### config.mk
export PLATFORM = sky130hd
export DESIGN_NAME = ram_bank
export DESIGN_NICKNAME = d
export VERILOG_FILES = /design/src/rtl/ram_bank.sv
export SDC_FILE = /design/constraint.sdc
export NUM_CORES = 1
export LEC_CHECK = 0
export CAP_MARGIN = 20
export CORE_ASPECT_RATIO = 0.7
export CORE_MARGIN = 2
export CORE_UTILIZATION = 42
export CTS_CLUSTER_SIZE = 24
export DETAILED_ROUTE_END_ITERATION = 6
export RECOVER_POWER = 50
export SETUP_SLACK_MARGIN = 0.05
export SLEW_MARGIN = 20
export SYNTH_ARGS = -nofsm -noshare
export SYNTH_HDL_FRONTEND = slang
export SYNTH_SLANG_ARGS = --single-unit
### constraint.sdc
create_clock -name clk -period 3.3 [get_ports clk]
set_input_delay 0.66 -clock clk [delete_from_list [all_inputs] [get_ports clk]]
set_output_delay 0.66 -clock clk [all_outputs]
set_load 0.05 [all_outputs]
### src/rtl/ram_bank.sv
// ram_bank: a bank of 2**ADDR_W signed words with one addressed write port and a
// combinational read port. It also has a clear sequencer that zeroes one word per cycle.
//
// Ports:
//   clk      rising-edge clock
//   rst_n    asynchronous active-low reset; zeroes every word and returns to idle
//   in       write data (signed)
//   load     write enable for mem[address] (idle only)
//   address  shared write/read address
//   clear    starts a full clear sweep (sampled in idle only; wins over load)
//   out      mem[address], combinational
//   busy     high while the clear sweep runs

module ram_bank #(
  parameter int unsigned WIDTH  = 16,
  parameter int unsigned ADDR_W = 3
) (
  input  logic                     clk,
  input  logic                     rst_n,
  input  logic signed [WIDTH-1:0]  in,
  input  logic                     load,
  input  logic [ADDR_W-1:0]        address,
  input  logic                     clear,
  output logic signed [WIDTH-1:0]  out,
  output logic                     busy
);

  localparam int unsigned DEPTH = 2 ** ADDR_W;
  localparam logic [ADDR_W-1:0] LastAddr = ADDR_W'(DEPTH - 1);

  typedef enum logic [0:0] {StIdle, StClear} state_e;

  state_e            state_q, state_d;
  logic [ADDR_W-1:0] ptr_q, ptr_d;
  logic [WIDTH-1:0]  mem_q [DEPTH];

  logic              we;
  logic [ADDR_W-1:0] waddr;
  logic [WIDTH-1:0]  wdata;

  always_comb begin
    state_d = state_q;
    ptr_d   = ptr_q;
    we      = 1'b0;
    waddr   = address;
    wdata   = in;
    unique case (state_q)
      StIdle: begin
        if (clear) begin
          // The clear edge writes nothing, even with load asserted.
          state_d = StClear;
          ptr_d   = '0;
        end else if (load) begin
          we = 1'b1;
        end
      end
      StClear: begin
        // load and clear are both ignored until the sweep completes.
        we    = 1'b1;
        waddr = ptr_q;
        wdata = '0;
        ptr_d = ptr_q + 1'b1;  // wraps to 0 after the last word
        if (ptr_q == LastAddr) begin
          state_d = StIdle;
        end
      end
      default: begin
        state_d = StIdle;
        ptr_d   = '0;
      end
    endcase
  end

  always_ff @(posedge clk or negedge rst_n) begin
    if (!rst_n) begin
      state_q <= StIdle;
      ptr_q   <= '0;
    end else begin
      state_q <= state_d;
      ptr_q   <= ptr_d;
    end
  end

  always_ff @(posedge clk or negedge rst_n) begin
    if (!rst_n) begin
      for (int i = 0; i < int'(DEPTH); i++) begin
        mem_q[i] <= '0;
      end
    end else if (we) begin
      mem_q[waddr] <= wdata;
    end
  end

  assign out  = mem_q[address];
  assign busy = (state_q == StClear);

endmodule

==> flow_metrics.py, run 1 <==
metrics = {
    "synthesis": {
        "synth_edf_count": 0,
        "syn_nets": 573,
        "ys_warn_count": 0,
        "synth_cell_types": 36,
        "synth_area_um2": 6830,
        "yosys_register_bits": 132,
        "synthFlopType": "dfrtp_1",
        "yosys-top-cells-area": "dfrtp_1 48%, mux4_2 11%, mux2i_1 9.4%",
        "async_reset_ff_share_pct": 100,
        "yosys.area.top_type": "dfrtp_1",
        "avgSynthCellArea_um2": 12.5,
        "synth.most_common_cell": "dfrtp_1",
        "yosysSeqAreaShare_pct": 48.4,
        "syn_inst": 548,
        "yosys-top-cells-count": "132 x dfrtp_1, 69 x nand2_1, 64 x mux2i_1",
        "yosysTopAreaCellShare_pct": 48.4,
    },
    "clock_tree": {
        "clock-root-buffer": "clkbuf_16",
        "clk_pin_slew_ns": 0.05,
        "cts_tree": "yes",
        "holdBufCountCts": 0,
        "clock_sinks": 132,
        "postCtsSetupBuffers": 0,
        "cts_resized": 0,
        "cts_htree_levels": 4,
        "cts_buffers": 17,
        "clock_latency_ns": 0.42,
        "clock_path_buffers": 2,
    },
    "run": {
        "maxCapViolCount": 1,
    },
    "route": {
        "routed_via_density": 6.38,
        "drtAntennaViolNets": 0,
        "drt_iter0_markers": 382,
        "routedWlPerCell_um": 25.5,
        "wl_met2_mm": 9.14,
        "post-route-drc-count": 0,
        "wl_met3_mm": 1.60,
        "drt-pass1-iter-count": 6,
        "highest_layer": "met4",
        "vias": 5128,
        "wl_met1_mm": 9.30,
        "wirelength_mm": 20.5,
    },
    "sta": {
        "fmax_ghz": 0.336,
        "rsz0062_at_grt": "false",
        "setup_ws_ns": 0.325,
        "hold_viol": 0,
        "slew_violations": 40,
        "fin_crit_sh_pct": 90.2,
        "setup_violations": 0,
        "maxSlewHeadroom_pct": -62.1,
        "fin_crit_ns": 2.98,
        "tightest_slew_ns": 2.43,
        "skew_ns": 0.00682,
        "setup-tns-final_ns": 0,
    },
    "run_status": {
        "run_status": "finished with violations",
        "violations": "capacitance limit, slew limit",
    },
    "finish": {
        "n_antenna_cell": 0,
        "drive_gt1_share_pct": 22.7,
        "area_growth_pct": 18.3,
        "final_nets": 616,
        "final.fill_count": 1373,
    },
    "worst_setup_path": {
        "setup.worst_path.end_class": "primary output",
        "r2r_setup_slack_ns": 0.67,
        "startpoint_type": "input pin",
        "critPathArrivalTime_ns": 2.32,
        "path_max_fanout": 16,
        "r2r_cells": 4,
        "cp.required_ns": 2.64,
        "path_class": "input pin to primary output",
    },
    "floorplanning": {
        "die_x_um": 156,
        "rows": 38,
        "core_um2": 15700,
        "io_pins": 40,
        "chipHeight_um": 111,
        "die_area_um2": 17300,
        "initial_core_util_pct": 43.5,
    },
    "placed_design": {
        "dp_hpwl_mm": 12.2,
        "gp_congestion": 0.784,
        "pre_cts_ws_ns": 0.294,
        "io_buffers": 39,
    },
    "hold_path": {
        "hp-class": "flip-flop to flip-flop",
        "min_path_cells": 1,
    },
    "power_and_ir_drop": {
        "irDropWorstVdd_mv": 0.351,
        "leakagePower_uw": 0.00380,
        "powerDensity_nw_per_um2": 841,
    },
    "global_route": {
        "antenna_found_initial": 0,
        "grt_max_degree": 57,
        "grt_pass1_wl_mm": 32.2,
        "global_route.overflow_total": 0,
        "grt_pass1_vias": 5381,
        "grt_usage_pct": 25.0,
    },
}
[final cells by class]
class / count / area [um2] / area share (%)
Timing Repair Buffer: 71 / 623 / 7.72
Clock inverter: 13 / 123 / 1.52
Inverter: 18 / 67.6 / 0.837
Multi-Input combinational cell: 351 / 3260 / 40.3
Tap cell: 200 / 250 / 3.10
Clock buffer: 19 / 453 / 5.61
Sequential cell: 132 / 3300 / 40.9
[logic make-up (layout without fill, tap and decap cells)]
group / Yosys count / count (layout) / share of synthesized area, %
simple gates: 156 / 156 / 13.5
flops: 132 / 132 / 48.4
fa+ha+maj: 2 / 2 / 0.367
mux: 112 / 112 / 22.6
compound gates: 81 / 81 / 11.0
buf+inv: 65 / 121 / 4.18
[critical path, cell delays in order]
cell	delay, ns
buf_2	0.40
buf_12	0.24
mux4_2	0.53
mux2_2	0.28
buf_4	0.19
[through the flow]
step | util, % | std cells | area, um2 | hold WS [ns] | total power [uW]
after global routing | 51.5 | 804 | 8080 | 0.532 | 7130
after floorplan | - | 548 | 6830 | 0.364 | 4120
after CTS | 51.6 | 804 | 8100 | 0.243 | 6810
final | 51.5 | 804 | 8080 | 0.523 | 6790
after detailed placement | 47.9 | 772 | 7520 | 0.498 | 4920
after global placement | 47.9 | 772 | 7520 | 0.503 | 4830
[final timing paths]
| kind | startpoint | to |
|---|---|---|
| setup reg to reg | busy | mem_q[85] |
| hold / removal | mem_q[54] | mem_q[54] |
| min in group asynchronous | rst_n | mem_q[75] |
| setup / recovery | address[0] | out[15] |
| hold reg to reg | mem_q[54] | mem_q[54] |
| max in group asynchronous | rst_n | mem_q[17] |
[sequential cells by signal, indices dropped and copies added (netlist names)]
| name | cells |
|---|---|
| busy | 1 |
| ptr_q | 3 |
| mem_q | 128 |
[cell usage in the layout, fill, tap and decap left out, types with 9 or more instances in the layout]
cell type,instances
clkdlybuf4s50_1,18
dfrtp_1,132
mux4_2,32
buf_4,40
nand2_1,69
o2bb2ai_1,9
clkbuf_16,17
a221o_1,55
mux2i_1,64
nor3b_1,55
inv_1,18
mux2_2,16
[routing by layer]
layer  vias to the layer above  global-route usage, %
li1                       2177                      -
met1                      2678                   36.6
met2                       231                   36.9
met3                        42                   5.04
met4                         0                   8.93
met5                         -                      0
[power by group]
group	total (uW)	leakage [uW]	switching [uW]	internal (uW)
Clock	1860	0.000273	778	1090
Combinational	2230	0.00173	1210	1020
Sequential	2700	0.00180	489	2210
Total	6790	0.00380	2470	4310
Power figures use the tool's default switching activity.
==> run 2: changes to the inputs <==
Settings changed: CORE_MARGIN 2 to not set.
Clock period 3.3 ns to 3.6 ns, I/O delays scaled along.
==> run 2 against run 1 <==
The flow still finishes with violations (capacitance limit, slew limit). Via count shrank 2.2%. Utilization rose by 1.1 points. Final area is 2.0% higher. Non-clock buffer count is 5 lower. Critical path depth is the same. First-iteration DRC count increased by 17%. Largest cell class unchanged.
==> flow_metrics.py, run 2 (synthesis gave the netlist of run 1 again) <==
metrics = {
    "power_and_ir_drop": {
        "irDropWorstVdd_mv": 0.404,
        "comb_power_share_pct": 34.5,
        "leakagePower_uw": 0.00382,
        "p_switching_uw": 2240,
        "p_int_uw": 4130,
        "powerDensity_nw_per_um2": 773,
        "p_seq_share_pct": 39.3,
        "swShare_pct": 35.2,
        "p_clk_share_pct": 26.2,
    },
    "route": {
        "post-route-drc-count": 0,
        "drtAntennaViolNets": 0,
        "drt-pass1-iter-count": 5,
        "drt_iter0_markers": 446,
        "routedWlPerCell_um": 24.4,
        "vias": 5013,
        "routed_via_density": 6.27,
        "wirelength_mm": 19.5,
    },
    "sta": {
        "setup_violations": 0,
        "tightest_slew_ns": 2.03,
        "skew_ns": 0.00971,
        "fin_crit_sh_pct": 86.9,
        "setup-tns-final_ns": 0,
        "maxSlewHeadroom_pct": -35.3,
        "fmax_ghz": 0.320,
        "hold_viol": 0,
        "fin_crit_ns": 3.13,
        "rsz0062_at_grt": "false",
        "slew_violations": 78,
    },
    "worst_setup_path": {
        "path_class": "input pin to primary output",
        "critical-path-slowest-cell": "mux4_2",
        "critPathArrivalTime_ns": 2.41,
        "startpoint_type": "input pin",
        "cp_top_family": "multiplexers",
        "crit_path_cell_trace": "buf_2 > buf_4 > mux4_2 > mux2_2 > buf_12",
        "path_max_fanout": 13,
        "cp.required_ns": 2.88,
        "worst-path-buf-inv": 3,
        "setup.worst_path.end_class": "primary output",
        "critPathMaxStageDelay_ns": 0.53,
    },
    "global_route": {
        "grt_pass1_wl_mm": 31.2,
        "global_route.overflow_total": 0,
        "grt_pass1_vias": 5148,
        "grt_max_degree": 79,
        "antenna_found_initial": 0,
        "grt_usage_pct": 25.3,
    },
    "finish": {
        "final_nets": 611,
        "final_cells": 799,
        "multi_input_area_um2": 3270,
        "largest_reg_flops": 128,
        "final.fill_count": 1326,
        "final_common_cell": "dfrtp_1",
        "n_antenna_cell": 0,
        "largest-register": "mem_q",
        "finish.utilization_pct": 52.5,
        "drive_gt1_share_pct": 22.5,
        "area_growth_pct": 20.7,
        "final_cell_mix": "131 x dfrtp_1, 69 x nand2_1, 64 x mux2i_1",
        "regArea_um2": 3300,
    },
    "clock_tree": {
        "holdBufCountCts": 0,
        "clock_sinks": 132,
        "postCtsSetupBuffers": 0,
        "cts_tree": "yes",
        "clock_latency_ns": 0.41,
        "clk_pin_slew_ns": 0.06,
        "cts_resized": 0,
        "clock_path_buffers": 2,
        "cts_buffers": 17,
        "cts_htree_levels": 4,
        "clock-root-buffer": "clkbuf_16",
    },
    "placed_design": {
        "dp_hpwl_mm": 12.1,
        "gp_congestion": 0.801,
        "io_buffers": 39,
        "placed_cells": 767,
    },
    "run_status": {
        "violations": "capacitance limit, slew limit",
        "run_status": "finished with violations",
    },
    "floorplanning": {
        "rows": 38,
        "core_um2": 15700,
        "chipHeight_um": 109,
        "die_area_um2": 16800,
        "initial_core_util_pct": 43.5,
        "io_pins": 40,
        "die_x_um": 154,
    },
    "hold_path": {
        "hp-class": "flip-flop to flip-flop",
    },
    "run": {
        "maxCapViolCount": 1,
    },
}
run 2: worst register-to-register path, delay by kind of cell (launching register included):
kind            cells  cell delay (ns)
compound gates      2             1.00
flops               1             0.89
simple gates        1             0.57
run 2: power by group through the flow:
stage          registers, uW  logic [uW]  clock network [uW]
4_1_cts                 2490        2200                1700
6_report                2500        2200                1670
2_1_floorplan           2310        1470                   0
3_3_place_gp            2490        2130                   0
3_5_place_dp            2500        2190                   0
5_1_grt                 2570        2340                1770
run 2: cell type report:
class	instances	share of cell area [%]
clock inverter	12	1.28
multi-input combinational	351	39.7
inverter	18	0.820
tap	200	3.04
sequential	132	40.1
timing repair buffer	66	9.41
clock buffer	20	5.66
run 2: path summary, 6_finish.rpt:
check | start | endpoint | slack [ns] | cells past startpoint
max in group asynchronous | rst_n | busy | 1.40 | 1
setup / recovery | address[0] | out[9] | 0.47 | 5
hold / removal | mem_q[15] | mem_q[15] | 0.53 | 2
min in group asynchronous | rst_n | mem_q[70] | 0.86 | 1
setup reg to reg | busy | mem_q[60] | 1.02 | 3
hold reg to reg | mem_q[15] | mem_q[15] | 0.53 | 2
run 2: routing by layer:
layer	global-route usage, %	vias up	part of all wire, %
li1	-	2160	-
met1	36.9	2615	47
met2	37.3	221	44
met3	6.56	17	8.2
met4	7.36	0	0.93
met5	0	-	0
run 2: metrics by stage:
step / setup WS (ns) / cell area [um2] / hold slack [ns] / total power (uW)
6_report: 0.471 / 8240 / 0.526 / 6370
5_1_grt: 0.376 / 8240 / 0.540 / 6680
4_1_cts: 0.436 / 8240 / 0.384 / 6380
3_5_place_dp: 0.446 / 7670 / 0.505 / 4690
3_3_place_gp: 0.474 / 7670 / 0.506 / 4620
2_1_floorplan: 0.839 / 6830 / 0.424 / 3780
